--- src/rtl/drac_pkg.sv ---
// ============================================================================
// drac_pkg
// Shared sizes and types for the rename / free-list datapath.
// Revision: 1.0
// ============================================================================
`default_nettype none

package drac_pkg;

  localparam int NUM_PHYSICAL_REGISTERS = 64;
  localparam int NUM_ISA_REGISTERS      = 32;
  localparam int NUM_CHECKPOINTS        = 4;
  localparam int FL_SIZE                = NUM_PHYSICAL_REGISTERS - NUM_ISA_REGISTERS;

  typedef logic [$clog2(NUM_PHYSICAL_REGISTERS)-1:0] phreg_t;
  typedef logic [$clog2(NUM_CHECKPOINTS)-1:0]        checkpoint_ptr;
  // Free-list pointer: index bits plus one wrap bit
  typedef logic [$clog2(FL_SIZE):0]                  fl_ptr_t;

endpackage

`default_nettype wire

--- src/rtl/phys_free_list_if.sv ---
// ============================================================================
// phys_free_list_if
// Control/data bundle between the rename stage (master) and the physical
// register free list (slave).
// Revision: 1.0
// ============================================================================
`default_nettype none

interface phys_free_list_if;
  import drac_pkg::*;

  logic               read_head_i;
  logic [1:0]         add_free_register_i;
  phreg_t [1:0]       free_register_i;
  logic               commit_roll_back_i;
  logic               do_checkpoint_i;
  logic               do_recover_i;
  logic               delete_checkpoint_i;
  checkpoint_ptr      recover_checkpoint_i;
  phreg_t             new_register_o;
  checkpoint_ptr      checkpoint_o;
  logic               out_of_checkpoints_o;
  logic               empty_o;

  modport master (
    output read_head_i, add_free_register_i, free_register_i, commit_roll_back_i,
    output do_checkpoint_i, do_recover_i, delete_checkpoint_i, recover_checkpoint_i,
    input  new_register_o, checkpoint_o, out_of_checkpoints_o, empty_o
  );

  modport slave (
    input  read_head_i, add_free_register_i, free_register_i, commit_roll_back_i,
    input  do_checkpoint_i, do_recover_i, delete_checkpoint_i, recover_checkpoint_i,
    output new_register_o, checkpoint_o, out_of_checkpoints_o, empty_o
  );

endinterface

`default_nettype wire

--- src/rtl/phys_free_list.sv ---
// ============================================================================
// phys_free_list
// Circular free list of physical registers with head checkpoints for branch
// recovery and full restore on commit roll-back.
// Optional macro PHYS_FREE_LIST_CHECK_EN adds a sticky debug error flag.
// Revision: 1.0
// ============================================================================
`default_nettype none

module phys_free_list
  import drac_pkg::*;
(
  input  logic            clk_i,
  input  logic            rstn_i,
  phys_free_list_if.slave fl
);

  localparam int            IDX_W       = $clog2(FL_SIZE);
  localparam fl_ptr_t       FL_SIZE_PTR = fl_ptr_t'(FL_SIZE);
  localparam checkpoint_ptr MAX_CKPT    = checkpoint_ptr'(NUM_CHECKPOINTS - 1);

  typedef logic [IDX_W-1:0] fl_idx_t;

  phreg_t        fifo      [FL_SIZE];
  fl_ptr_t       head_ckpt [NUM_CHECKPOINTS];
  fl_ptr_t       head;
  fl_ptr_t       tail;
  checkpoint_ptr version_head;
  checkpoint_ptr version_tail;
  checkpoint_ptr num_checkpoints;
  phreg_t        new_register;

  fl_ptr_t       count;
  logic          empty;
  logic          alloc;
  logic [1:0]    free_valid;
  fl_ptr_t       num_frees;
  fl_ptr_t       tail_next;
  fl_ptr_t       head_alloc;
  fl_idx_t       wr_idx0;
  fl_idx_t       wr_idx1;
  logic          take_ckpt;

  // Occupancy, allocation/free qualification and next pointers
  always_comb begin
    count         = tail - head;
    empty         = (count == '0);
    alloc         = fl.read_head_i & ~empty & ~fl.do_recover_i & ~fl.commit_roll_back_i;
    free_valid[0] = fl.add_free_register_i[0] & (fl.free_register_i[0] != '0);
    free_valid[1] = fl.add_free_register_i[1] & (fl.free_register_i[1] != '0);
    num_frees     = fl_ptr_t'(free_valid[0]) + fl_ptr_t'(free_valid[1]);
    tail_next     = tail + num_frees;
    head_alloc    = head + fl_ptr_t'(alloc);
    // Port 1 lands right after port 0 only when port 0 actually wrote
    wr_idx0       = fl_idx_t'(tail);
    wr_idx1       = fl_idx_t'(tail + fl_ptr_t'(free_valid[0]));
    take_ckpt     = fl.do_checkpoint_i & (num_checkpoints < MAX_CKPT) &
                    ~fl.do_recover_i & ~fl.commit_roll_back_i;
  end

  // Free-list storage: returned registers are appended at the tail
  always_ff @(posedge clk_i or negedge rstn_i) begin
    if (!rstn_i) begin
      for (int i = 0; i < FL_SIZE; i++) fifo[i] <= phreg_t'(NUM_ISA_REGISTERS + i);
    end else begin
      if (free_valid[0]) fifo[wr_idx0] <= fl.free_register_i[0];
      if (free_valid[1]) fifo[wr_idx1] <= fl.free_register_i[1];
    end
  end

  // Head/tail pointers: roll-back refills the list, recovery restores head
  always_ff @(posedge clk_i or negedge rstn_i) begin
    if (!rstn_i) begin
      head <= '0;
      tail <= FL_SIZE_PTR;
    end else begin
      tail <= tail_next;
      if (fl.commit_roll_back_i)  head <= tail_next - FL_SIZE_PTR;
      else if (fl.do_recover_i)   head <= head_ckpt[fl.recover_checkpoint_i];
      else                        head <= head_alloc;
    end
  end

  // Checkpoint copies of head, taken after this cycle's allocation
  always_ff @(posedge clk_i or negedge rstn_i) begin
    if (!rstn_i) begin
      for (int i = 0; i < NUM_CHECKPOINTS; i++) head_ckpt[i] <= '0;
    end else if (take_ckpt) begin
      head_ckpt[checkpoint_ptr'(version_head + 1'b1)] <= head_alloc;
    end
  end

  // Checkpoint version bookkeeping
  always_ff @(posedge clk_i or negedge rstn_i) begin
    if (!rstn_i) begin
      version_head    <= '0;
      version_tail    <= '0;
      num_checkpoints <= '0;
    end else if (fl.commit_roll_back_i) begin
      version_head    <= '0;
      version_tail    <= '0;
      num_checkpoints <= '0;
    end else begin
      if (fl.do_recover_i) begin
        version_head    <= fl.recover_checkpoint_i;
        num_checkpoints <= fl.recover_checkpoint_i - version_tail;
      end else begin
        if (take_ckpt) version_head <= version_head + 1'b1;
        num_checkpoints <= num_checkpoints + checkpoint_ptr'(take_ckpt)
                           - checkpoint_ptr'(fl.delete_checkpoint_i);
      end
      if (fl.delete_checkpoint_i) version_tail <= version_tail + 1'b1;
    end
  end

  // Allocated register output, held when nothing is allocated
  always_ff @(posedge clk_i or negedge rstn_i) begin
    if (!rstn_i)    new_register <= '0;
    else if (alloc) new_register <= fifo[fl_idx_t'(head)];
  end

  assign fl.new_register_o       = new_register;
  assign fl.checkpoint_o         = version_head;
  assign fl.out_of_checkpoints_o = (num_checkpoints == MAX_CKPT);
  assign fl.empty_o              = empty;

`ifdef PHYS_FREE_LIST_CHECK_EN
  (* keep = "true", mark_debug = "true" *) logic error_q;

  // Sticky flag for overfill and reads of an empty list
  always_ff @(posedge clk_i or negedge rstn_i) begin
    if (!rstn_i) begin
      error_q <= 1'b0;
    end else if (((num_frees != '0) && (count == FL_SIZE_PTR)) ||
                 ((count + num_frees) > FL_SIZE_PTR) ||
                 (fl.read_head_i && empty)) begin
      error_q <= 1'b1;
    end
  end
`endif

endmodule

`default_nettype wire

--- src/flat_wrapper.sv ---
// flat-port wrapper written by rule: the top's interface ports become plain ports
module phys_free_list_flat import drac_pkg::*;
  (clk_i, rstn_i, fl_read_head_i, fl_add_free_register_i, fl_free_register_i, fl_commit_roll_back_i, fl_do_checkpoint_i, fl_do_recover_i, fl_delete_checkpoint_i, fl_recover_checkpoint_i, fl_new_register_o, fl_checkpoint_o, fl_out_of_checkpoints_o, fl_empty_o);
  phys_free_list_if fl_i ();
  input  logic clk_i;
  input  logic rstn_i;
  input wire logic [$bits(fl_i.read_head_i)-1:0] fl_read_head_i;
  input wire logic [$bits(fl_i.add_free_register_i)-1:0] fl_add_free_register_i;
  input wire logic [$bits(fl_i.free_register_i)-1:0] fl_free_register_i;
  input wire logic [$bits(fl_i.commit_roll_back_i)-1:0] fl_commit_roll_back_i;
  input wire logic [$bits(fl_i.do_checkpoint_i)-1:0] fl_do_checkpoint_i;
  input wire logic [$bits(fl_i.do_recover_i)-1:0] fl_do_recover_i;
  input wire logic [$bits(fl_i.delete_checkpoint_i)-1:0] fl_delete_checkpoint_i;
  input wire logic [$bits(fl_i.recover_checkpoint_i)-1:0] fl_recover_checkpoint_i;
  output wire logic [$bits(fl_i.new_register_o)-1:0] fl_new_register_o;
  output wire logic [$bits(fl_i.checkpoint_o)-1:0] fl_checkpoint_o;
  output wire logic [$bits(fl_i.out_of_checkpoints_o)-1:0] fl_out_of_checkpoints_o;
  output wire logic [$bits(fl_i.empty_o)-1:0] fl_empty_o;
  assign fl_i.read_head_i = fl_read_head_i;
  assign fl_i.add_free_register_i = fl_add_free_register_i;
  assign fl_i.free_register_i = fl_free_register_i;
  assign fl_i.commit_roll_back_i = fl_commit_roll_back_i;
  assign fl_i.do_checkpoint_i = fl_do_checkpoint_i;
  assign fl_i.do_recover_i = fl_do_recover_i;
  assign fl_i.delete_checkpoint_i = fl_delete_checkpoint_i;
  assign fl_i.recover_checkpoint_i = fl_recover_checkpoint_i;
  assign fl_new_register_o = fl_i.new_register_o;
  assign fl_checkpoint_o = fl_i.checkpoint_o;
  assign fl_out_of_checkpoints_o = fl_i.out_of_checkpoints_o;
  assign fl_empty_o = fl_i.empty_o;
  phys_free_list u_core (.clk_i(clk_i), .rstn_i(rstn_i), .fl(fl_i));
endmodule
--- config.mk ---
export PLATFORM = sky130hd
export DESIGN_NAME = phys_free_list_flat
export DESIGN_NICKNAME = d
export VERILOG_FILES = /design/src/rtl/drac_pkg.sv /design/src/rtl/phys_free_list_if.sv /design/src/rtl/phys_free_list.sv /design/src/flat_wrapper.sv
export SDC_FILE = /design/constraint.sdc
export NUM_CORES = 1
export LEC_CHECK = 0
export ABC_AREA = 1
export CAP_MARGIN = 10
export CORE_ASPECT_RATIO = 2
export CORE_MARGIN = 2
export CORE_UTILIZATION = 63
export DETAILED_ROUTE_END_ITERATION = 7
export GPL_TIMING_DRIVEN = 1
export PLACE_DENSITY = 0.78
export SYNTH_ARGS = -nofsm -noshare
export SYNTH_HDL_FRONTEND = slang
export SYNTH_SLANG_ARGS = --single-unit
--- constraint.sdc ---
create_clock -name clk_i -period 3.65 [get_ports clk_i]
set_input_delay 0.5475 -clock clk_i [delete_from_list [all_inputs] [get_ports clk_i]]
set_output_delay 0.5475 -clock clk_i [all_outputs]
set_load 0.005 [all_outputs]
==> results.md <==
- Outcome: completed
- Num CTS Buffers: 23
- Clock latency on the worst-skew pair: 0.53 ns
- Synth top area share: 30.1%
- Synth area leader: nand2_1
- Cell count after synthesis: 2422
- Crit end category: output port
- Total clock sinks: 240
- Final Hold Viols: 0
- Clock slew at reported path FFs: 0.07 ns
- Power Dens Cells: 813 nW/um^2
- Port Buffers: 32
- CTS root buf: clkbuf_16
- Slew margin rel.: 31.5%
- Initial antenna violation count: 0
- Syn_nets: 2463
- Pin count of the biggest net entering global routing: 99
- Vias per Instance: 5.82
- YS warnings: 0
- Starting Density: 63.5%
- Peak supply drop: 0.000644 V
- Buf/Inv on CP: 4
- Final instance area: 16800 sq um
- Antenna cell count: 0
- Clock skew: 0.0115 ns
- Setup crit start kind: register
- WL/cell: 19.5 microns
- Critical path class: register to output port
- Distinct cells, synth: 34
- # IOs: 33
- Most common cell after layout, fill and taps aside: nand2_1
- CTS tree: built
- Reg2reg setup slack: 0.45 ns
- Crit-path slowest cell: dfrtp_2
- H-tree levels: 1
- # Max-Cap Violations: 0
- Total Neg Setup Slack: 0 ns
- Worst-path maximum fanout: 8
- GPL Wtd Cong: 0.988
- Mapped Avg Cell Area: 6.38 sq um
- Max incr delay on CP: 0.51 ns
- Total die area: 25900 sq um
- RSZ-0062 raised after global routing: no
- DRC: 0
- Total track usage: 41.7%
- Period utilization: 89.0%
- ANT nets after route: 0
- Netlist Area Pre-Place: 15400 sq um
- Crit-path cells: clkinvlp_4 -> ha_1 -> inv_1 -> a21oi_1 -> nand2_1 -> nor2_1 -> nand3_1 -> inv_1 -> clkdlybuf4s50_1
- CTS max path bufs: 3
- Final min period: 3.25 ns
- Post-CTS Setup Bufs: 0
- Vias in the first global route: 15500
- Vias post-DR: 15800
- CORE AREA: 24300 sq um
- Most frequent cells in the layout: nand2_1 (1237), nand3_1 (210), o21ai_0 (209)
- Most frequent CP cell: inv_1
- Die height: 225 microns
- WP data required: 3.10 ns
- FP Rows: 81
- Delay-heaviest family, CP: buffers and inverters
- Die W: 115 microns
- Sequential share of the synthesized area: 39.8%
- Setup-failing EPs final: 0
- Synthesized flop and latch total: 240
- Post-DP Area: 16000 sq um
- Drt pass-1 iters: 8
- Worst Path Arrival: 2.70 ns
- Least-Margin Pin Slew: 1.03 ns
- Leakage: 8.80 nW
- Synth area leaders: nand2_1 (30%), dfrtp_1 (21%), dfstp_2 (19%), nand3_1 (6.8%), o21ai_0 (6.8%)
- Fmax: 308 MHz
- Detail Placement HPWL: 36000 microns
- Hold Crit Class: input pin to async pin
- Global-route wire length before repair: 82800 microns
- P&R area growth vs syn: 8.76%
- Total wire length: 53100 microns
- GRT Residual Overflow: 0
- Slew Limit Fails: 0
- DR iter-0 viols: 1332
- Layout cells sized above 1: 10.4%
- Fin nets: 2454
[area by class of cell]
class                           instances  area [sq um]
Tap cell                              290           363
Clock buffer                           30           642
Inverter                              229           866
Clock inverter                         11           110
Timing Repair Buffer                   82           738
Fill cell                            2227          7520
Sequential cell                       240          6150
Multi-Input combinational cell       1837          7930
[metrics by stage]
step	worst slack, ns	std cells	hold slack [ns]	total power, mW	util (%)
floorplan	0.465	2422	0.252	9.09	-
global placement	0.181	2678	0.458	10.9	66.0
detailed placement	0.102	2678	0.460	11.0	66.0
CTS	0.199	2719	0.0789	13.5	69.0
global route	0.161	2719	0.0975	14.6	69.1
finish	0.402	2719	0.0278	13.7	69.1
[registers in the layout, summed over array words and instances (netlist names)]
register and cells:
u_core.head 6, u_core.head_ckpt 24, u_core.num_checkpoints 2, u_core.fl.new_register_o 6, u_core.tail 6, u_core.fifo 192, u_core.fl.checkpoint_o 2, u_core.version_tail 2
[Yosys cell counts (all sizes together)]
cell type	n
nand2	1246
inv	219
o21ai	217
nand3	210
dfrtp	127
dfstp	113
nor2	85
clkbuf	67
buf	49
a21oi	18
ha	17
o211ai	12
xor2	12
clkinv	10
nor3	7
o22ai	6
xnor2	3
nand4	2
fa	1
nand3b	1
[layer usage]
metal / global-route usage [%] / share of wire (%)
met4: 37.3 / 11
met2: 69.1 / 47
met5: 0 / 0
met1: 44.7 / 34
met3: 7.10 / 7.3
[cells by family (layout without fill, tap and decap cells)]
kind of cell	Yosys count	in the layout	share of synthesized area, %
AO/OA/AOI/OAI	253	253	8.56
XOR/XNOR	15	15	0.899
adder cells (fa/ha/maj)	18	18	1.51
buffers and inverters	345	352	8.92
flip-flops	240	240	39.8
AND/OR/NAND/NOR	1551	1551	40.3
[final timing paths]
path | start | end | cells after the start
setup / recovery | u_core.head[4] | fl_empty_o | 9
hold / removal | rstn_i | u_core.fifo[112] | 1
setup reg to reg | u_core.head[4] | u_core.head_ckpt[11] | 15
hold reg to reg | u_core.head_ckpt[21] | u_core.head_ckpt[21] | 2
max in group asynchronous | rstn_i | u_core.fifo[173] | 2
min in group clk_i | u_core.head_ckpt[21] | u_core.head_ckpt[21] | 2
[power breakdown]
| part | leakage [nW] | switching (mW) | total (mW) | internal (mW) |
|---|---|---|---|---|
| Combinational | 5.66 | 4.41 | 6.45 | 2.04 |
| Clock | 0.372 | 1.08 | 2.46 | 1.38 |
| Sequential | 2.77 | 0.636 | 4.75 | 4.11 |
[timing repair]
item | CTS | global route
endpoints found under the setup margin | 0 | 4
hold buffers | 0 | 0
gates resized for setup | 0 | 2
Power figures use the tool's default switching activity.
